File: src/rtl/fp32_normalize_pack.sv
// fp32_normalize_pack: normalizes, rounds and packs an FP32 add/sub mantissa sum over valid/ready.
module fp32_normalize_pack #(
    parameter int EXP_W  = 8,
    parameter int MANT_W = 24
) (
    input  logic              clk,
    input  logic              rst,
    input  logic              in_valid,
    output logic              in_ready,
    input  logic              in_sign,
    input  logic [EXP_W-1:0]  in_exp,
    input  logic [MANT_W:0]   in_mant,
    output logic              out_valid,
    input  logic              out_ready,
    output logic [31:0]       out_result,
    output logic              out_overflow,
    output logic              out_underflow
);
    typedef enum logic [1:0] {IDLE, CHECK, SHIFT_L, DONE} state_t;
    localparam logic [EXP_W:0] E_ONE = 1;
    localparam logic [EXP_W:0] E_MAX = (1 << EXP_W) - 1;

    state_t            state_q, state_d;
    logic              sign_q, sign_d, ovf_q, ovf_d, unf_q, unf_d;
    logic [EXP_W:0]    exp_q, exp_d, ecar, es;
    logic [MANT_W:0]   m_q, m_d, rnd, car, ms;
    logic [31:0]       res_q, res_d, inf;

    function automatic logic [31:0] pack(input logic s, input logic [EXP_W:0] e, input logic [MANT_W:0] m);
        return m[MANT_W-1] ? {s, e[EXP_W-1:0], m[MANT_W-2:0]} : {s, {EXP_W{1'b0}}, m[MANT_W-2:0]};
    endfunction

    assign rnd  = (m_q >> 1) + (MANT_W+1)'(m_q[0] & m_q[1]);
    assign car  = rnd[MANT_W] ? rnd >> 1 : rnd;
    assign ecar = exp_q + E_ONE + (EXP_W+1)'(rnd[MANT_W]);
    assign ms   = m_q << 1;
    assign es   = exp_q - E_ONE;
    assign inf  = {sign_q, {EXP_W{1'b1}}, {(MANT_W-1){1'b0}}};

    always_comb begin
        state_d = state_q;
        sign_d  = sign_q;
        exp_d   = exp_q;
        m_d     = m_q;
        res_d   = res_q;
        ovf_d   = ovf_q;
        unf_d   = unf_q;
        case (state_q)
            IDLE: if (in_valid) begin
                sign_d  = in_sign;
                exp_d   = (in_exp == '0) ? E_ONE : {1'b0, in_exp};
                m_d     = in_mant;
                ovf_d   = 1'b0;
                unf_d   = 1'b0;
                state_d = CHECK;
            end
            CHECK: begin
                state_d = DONE;
                if (exp_q == E_MAX)
                    res_d = inf;
                else if (m_q == '0)
                    res_d = '0;
                else if (m_q[MANT_W]) begin
                    ovf_d = ecar >= E_MAX;
                    res_d = (ecar >= E_MAX) ? inf : pack(sign_q, ecar, car);
                end else if (m_q[MANT_W-1] || exp_q == E_ONE) begin
                    res_d = pack(sign_q, exp_q, m_q);
                    unf_d = !m_q[MANT_W-1];
                end else
                    state_d = SHIFT_L;
            end
            SHIFT_L: begin
                m_d   = ms;
                exp_d = es;
                if (ms[MANT_W-1] || es == E_ONE) begin
                    res_d   = pack(sign_q, es, ms);
                    unf_d   = !ms[MANT_W-1];
                    state_d = DONE;
                end
            end
            DONE: state_d = out_ready ? IDLE : DONE;
            default: state_d = IDLE;
        endcase
    end

    always_ff @(posedge clk or posedge rst) begin
        if (rst) begin
            state_q <= IDLE;
            sign_q  <= 1'b0;
            exp_q   <= '0;
            m_q     <= '0;
            res_q   <= '0;
            ovf_q   <= 1'b0;
            unf_q   <= 1'b0;
        end else begin
            state_q <= state_d;
            sign_q  <= sign_d;
            exp_q   <= exp_d;
            m_q     <= m_d;
            res_q   <= res_d;
            ovf_q   <= ovf_d;
            unf_q   <= unf_d;
        end
    end

    assign in_ready      = state_q == IDLE;
    assign out_valid     = state_q == DONE;
    assign out_result    = res_q;
    assign out_overflow  = ovf_q;
    assign out_underflow = unf_q;
endmodule

File: config.mk
export PLATFORM = sky130hd
export DESIGN_NAME = fp32_normalize_pack
export DESIGN_NICKNAME = d
export VERILOG_FILES = /design/src/rtl/fp32_normalize_pack.sv
export SDC_FILE = /design/constraint.sdc
export NUM_CORES = 1
export LEC_CHECK = 0
export BUFFER_PORTS_ARGS = -buffer_cell sky130_fd_sc_hd__buf_2
export CORE_MARGIN = 3
export CORE_UTILIZATION = 55
export CTS_BUF_LIST = sky130_fd_sc_hd__clkbuf_16
export DETAILED_ROUTE_END_ITERATION = 10
export PLACE_DENSITY = 0.77
export SLEW_MARGIN = 10
export SYNTH_ARGS = -nofsm -noshare
export SYNTH_HDL_FRONTEND = slang
export SYNTH_SLANG_ARGS = --single-unit
File: constraint.sdc
create_clock -name clk -period 7.15 [get_ports clk]
set_input_delay 0 -clock clk [delete_from_list [all_inputs] [get_ports clk]]
set_output_delay 0 -clock clk [all_outputs]
set_load 0.02 [all_outputs]
==> flow_summary.ini, run 1 <==
[clock_network]
cts_max_path_buffers = 2
clock_latency_ns = 0.33
cts_root_buf = clkbuf_16
cts-resized-gates = 0
cts_inserted_buffers = 9
h-tree-depth = 3
cts_setup_buffers = 0
cts_tree = done
cts.clk_slew.worst_paths_ns = 0.06
cts_sinks = 71

[synthesis]
synth_area_leader_cell = dfrtp_1
syn_nets = 624
synthesis.area_sq_um = 4830
synthArstFlopShare_pct = 100
ys_seq_elements = 71
yosysMostFrequentCell = nand2_1
synth_edf_count = 0
yosys-top-cells-area = dfrtp_1 (37%), nand2_1 (5.9%), mux2i_1 (5.0%), o21ai_0 (4.1%), nor2_1 (3.9%)
synthCells = 575
synth_top_area_share_pct = 36.8
ys.flop_type = dfrtp_1
ys_types = 59
seq_area_frac_synth_pct = 36.8
ys.warnings.count = 0
avgSynthCellArea_sq_um = 8.40
yosys-top-cells-count = nand2_1 (76), dfrtp_1 (71), nor2_1 (50)

[routing]
wl_um = 13800
dr.pass1.iters = 6
drtIter0Drc = 452
drc = 0
wl_per_cell_um = 18.6
viasPerCell = 6.16
vias = 4556
postRouteAntennaNets = 0

[power_and_ir_drop]
switching_share_pct = 49.4
ir_drop_mv = 0.353
leakagePower_nw = 2.45
p_switching_mw = 1.49
p_comb_share_pct = 52.0
seqPwrFrac_pct = 32.1
p_int_mw = 1.53
p_clk_share_pct = 15.9
p_per_area_nw_per_um2 = 530

[placement]
io_buffers = 73
placed_area_sq_um = 5130
hpwl_um = 9170
routabilityCongestion = 0.954

[grt]
first_global_vias = 4208
grt_max_degree = 72
grt_pass1_wl_um = 22500
grt_overflow = 0
met1_usage_pct = 45.7
met2_usage_pct = 38.8
antenna_found_initial = 0
grt.met3_usage_pct = 5.82
busiest_layer = met1
grt_usage_pct = 28.5

[sta]
setup_viol = 0
fmax_mhz = 226
fin_hold_ws_ns = 0.00765
skew_ns = 0.0128
finalMaxSlewViolations = 0
timing.final.hold_violations = 0
worst_pin_slew_ns = 0.915
relSlewSlack_pct = 39.0
period_share_pct = 61.9
grt_setup_unrepaired = false
fin_tns_setup_ns = 0
post-route-min-period_ns = 4.43

[cells_and_area]
drive_gt1_share_pct = 17.5
final_nets = 679
final_cell_area_sq_um = 5690
area_growth_pct = 17.9
diodes = 0

[die]
start_util_pct = 57.6
pin_count = 74
die_area_sq_um = 9940
core-area_sq_um = 8380
dieWidth_um = 99.7
dieHeight_um = 99.7
rows = 33

[worst_setup_path]
cp-startpoint = m_q[1]
rrSetupSlack_ns = 2.72
arrival_ns = 4.67
critPathLaunchType = flip-flop
rr_startpoint = m_q[1]
rr_worst_depth = 15
critPathMaxFanout = 9
crit_required_ns = 7.40
reg2reg_to = out_result[7]
path_class = flip-flop to flip-flop
end_kind = flip-flop
critPathCapture = out_result[7]

[status]
outcome = finished, final reports clean

[job]
drv_cap = 0

[worst_hold_path]
hold_class = input port to flip-flop
-- repair_timing --
item | 4_1_cts | 5_1_grt
setup endpoints to repair | 0 | 0
hold buffers | 25 | 0
hold endpoints to repair | 62 | 0
-- registers in the layout, indices dropped and copies added (netlist names) --
register,count
out_result,32
m_q,25
exp_q,9
state_q,2
out_overflow,1
out_underflow,1
sign_q,1
-- worst min path at each step --
stage                 from  slack, ns  cells past startpoint       end
3_3_place_gp       in_sign       0.24                      2    sign_q
5_1_grt         in_mant[3]       0.02                      3    m_q[3]
2_1_floorplan   in_mant[0]       0.14                      2    m_q[0]
4_1_cts          in_exp[1]      0.006                      3  exp_q[1]
3_5_place_dp       in_sign       0.25                      2    sign_q
6_report       in_mant[22]      0.008                      3   m_q[22]
-- metal layers --
metal,up-vias,share of wire [%]
li1,2179,-
met3,14,8.8
met4,0,0.91
met1,2119,48
met2,244,43
met5,-,0
-- power by group through the flow --
| stage | clock [mW] | combinational, mW | sequential, mW |
|---|---|---|---|
| finish | 0.480 | 1.57 | 0.970 |
| global placement | 0 | 1.50 | 0.953 |
| detailed placement | 0 | 1.52 | 0.962 |
| CTS | 0.484 | 1.55 | 0.956 |
| global route | 0.504 | 1.74 | 1.00 |
| floorplan | 0 | 1.26 | 0.835 |
-- stage by stage --
stage                     total power [mW]  util (%)  cells  setup WS [ns]
final                                 3.02      67.9    740           2.72
after global routing                  3.25      67.9    740           2.40
after CTS                             2.99      67.9    740           2.79
after detailed placement              2.49      61.2    699           2.80
after global placement                2.45      61.2    699           2.95
after floorplan                       2.09         -    575           3.48
-- critical path, stage by stage (launching register included) --
cell and delay, ns:
dfrtp_1 0.48, and2_1 0.17, ha_1 0.17, and3_1 0.27, nor4b_4 0.52, nand4_4 0.25
ha_1 0.29, inv_1 0.06, ha_1 0.35, nor3b_1 0.10, o2bb2ai_1 0.14, a32o_1 0.31
a211oi_2 0.45, and3_1 0.42, a222oi_1 0.16, a21oi_1 0.21
-- layout by cell type (no fill, tap or decap), drive strengths merged, types with 17 or more instances in the layout --
cell type and n:
buf 78, nand2 76, dfrtp 71, o21ai 53, nor2 50, a21oi 33
dlygate4sd3 25, mux2i 24, a31oi 18, inv 17
-- logic make-up after synthesis --
| logic type | synth area share [%] |
|---|---|
| buffers and inverters | 6.48 |
| muxes | 6.14 |
| DFF | 36.8 |
| AOI/OAI and AO/OA | 20.7 |
| adders and majority gates | 2.85 |
| and+or+nand+nor | 22.4 |
| xor gates and xnor gates | 4.54 |
-- final cells by class --
class                      count  area, sq um
tap                          105          131
inverter                      15         56.3
fill                         668         2690
clock inverter                 7         88.8
sequential                    71         1780
multi-input combinational    430         2760
clock buffer                   9          225
timing repair buffer         103          653
(Power assumes the default switching activity.)
==> run 2, diff against run 1 <==
==> constraint.sdc (replaced) <==
create_clock -name clk -period 4.23 [get_ports clk]
set_input_delay 0 -clock clk [delete_from_list [all_inputs] [get_ports clk]]
set_output_delay 0 -clock clk [all_outputs]
set_load 0.02 [all_outputs]
==> run 2 against run 1 <==
  * Non-clock buffer count up 12
  * Critical path depth unchanged
  * Highest routed layer unchanged
  * Wire length shrank 0.54%
  * Count of clock-buffer cells in the layout did not move
  * Utilization rose by 1.6 points
  * Setup slack lost 2.6 ns
  * Design area is 2.3% higher
  * First-iteration DRC count is 23% higher
  * Clock skew shrank 0.0080 ns
  * Critical path type unchanged
  * Die area stayed put
  * Critical endpoint is now out_result[27]
==> flow_summary.ini, run 2 (synthesis results as in run 1) <==
[status]
outcome = finished, final reports clean

[worst_setup_path]
arrival_ns = 4.27
crit_required_ns = 4.44
critPathLaunchType = flip-flop
end_kind = flip-flop
path_class = flip-flop to flip-flop
critPathMaxFanout = 9

[cells_and_area]
diodes = 0
largest_reg_flops = 32
final_nets = 691
final_cell_mix = nand2_1 (76), buf_2 (73), dfrtp_1 (71)
drive_gt1_share_pct = 19.2
final_cell_area_sq_um = 5820
fin_util_pct = 69.5
area_growth_pct = 20.6
final_common_cell = nand2_1

[die]
start_util_pct = 57.6
dieWidth_um = 99.7
pin_count = 74
core-area_sq_um = 8380
dieHeight_um = 99.7
die_area_sq_um = 9940
rows = 33

[routing]
vias = 4733
drtIter0Drc = 555
drc = 0
postRouteAntennaNets = 0
wl_um = 13700
viasPerCell = 6.30
dr.pass1.iters = 8
wl_per_cell_um = 18.3

[power_and_ir_drop]
power_mw = 5.23
ir_drop_mv = 0.512
leakagePower_nw = 2.52
p_per_area_nw_per_um2 = 898

[sta]
setup_viol = 0
finalMaxSlewViolations = 0
skew_ns = 0.00476
worst_pin_slew_ns = 0.932
timing.final.hold_violations = 0
period_share_pct = 95.9
relSlewSlack_pct = 37.8
fmax_mhz = 246
post-route-min-period_ns = 4.06

[placement]
routabilityCongestion = 0.971
hpwl_um = 9340
io_buffers = 73
placed_area_sq_um = 5190

[grt]
grt_usage_pct = 28.1
grt_pass1_wl_um = 22400
first_global_vias = 4349
grt_max_degree = 66
antenna_found_initial = 0
grt_overflow = 0

[clock_network]
cts_max_path_buffers = 2
h-tree-depth = 3
cts_tree = done
cts_root_buf = clkbuf_16
cts_inserted_buffers = 9
cts_sinks = 71
cts_setup_buffers = 0
clock_latency_ns = 0.33
cts.clk_slew.worst_paths_ns = 0.06

[worst_hold_path]
hold_class = input port to flip-flop

[job]
drv_cap = 0
==> run 2: final timing paths <==
check	startpoint	end	slack, ns	cells past startpoint
min in group asynchronous	rst	m_q[16]	0.42	3
worst min register to register	out_result[29]	out_result[29]	0.50	1
max in group asynchronous	rst	out_result[2]	2.88	4
worst min-delay path	in_exp[1]	exp_q[1]	0.001	3
worst max register to register	m_q[0]	out_result[27]	0.17	15
worst max-delay path	m_q[0]	out_result[27]	0.17	15
==> run 2: critical path: stages, from the launching register on <==
cell and delay (ns):
dfrtp_1 0.47, and2_1 0.17, ha_1 0.18, and3_1 0.26, nor4b_4 0.31, nand4_4 0.22, ha_1 0.28, inv_1 0.06
ha_2 0.27, and4b_1 0.21, and3_1 0.19, a32o_1 0.25, a21o_4 0.26, a21oi_1 0.38, a31oi_1 0.15, mux2_2 0.28
==> run 2: final cells by class <==
type,instances,area (sq um)
Clock buffer,9,225
Clock inverter,6,110
Fill cell,648,2560
Inverter,15,56.3
Multi-Input combinational cell,430,2770
Sequential cell,71,1780
Tap cell,105,131
Timing Repair Buffer,115,751
==> run 2: per-layer routing <==
layer / global-route usage [%] / wire length [um]
met1: 42.8 / 6340
met2: 40.9 / 5950
met3: 4.91 / 1240
met4: 7.77 / 197
met5: 0 / 0
==> run 2: report_power, final <==
| group | total [mW] | switching [mW] | internal [mW] |
|---|---|---|---|
| sequential | 1.56 | 0.521 | 1.04 |
| clock | 0.855 | 0.284 | 0.571 |
| combinational | 2.82 | 1.73 | 1.09 |
| total | 5.23 | 2.53 | 2.70 |
==> run 2: metrics by stage <==
| stage | cells | TNS (ns) | hold WS [ns] | setup WS (ns) |
|---|---|---|---|---|
| floorplan | 575 | 0 | 0.145 | 0.562 |
| global placement | 708 | 0 | 0.230 | 0.481 |
| detailed placement | 708 | 0 | 0.249 | 0.344 |
| CTS | 751 | 0 | 0.000182 | 0.295 |
| global route | 751 | -0.000569 | 0.0339 | -0.000569 |
| finish | 751 | 0 | 0.00126 | 0.172 |
==> run 2: timing repair <==
item / CTS / global route
setup endpoints to repair: 0 / 4
hold endpoints to repair: 68 / 0
hold buffers: 28 / 0
gates resized for setup: 0 / 3
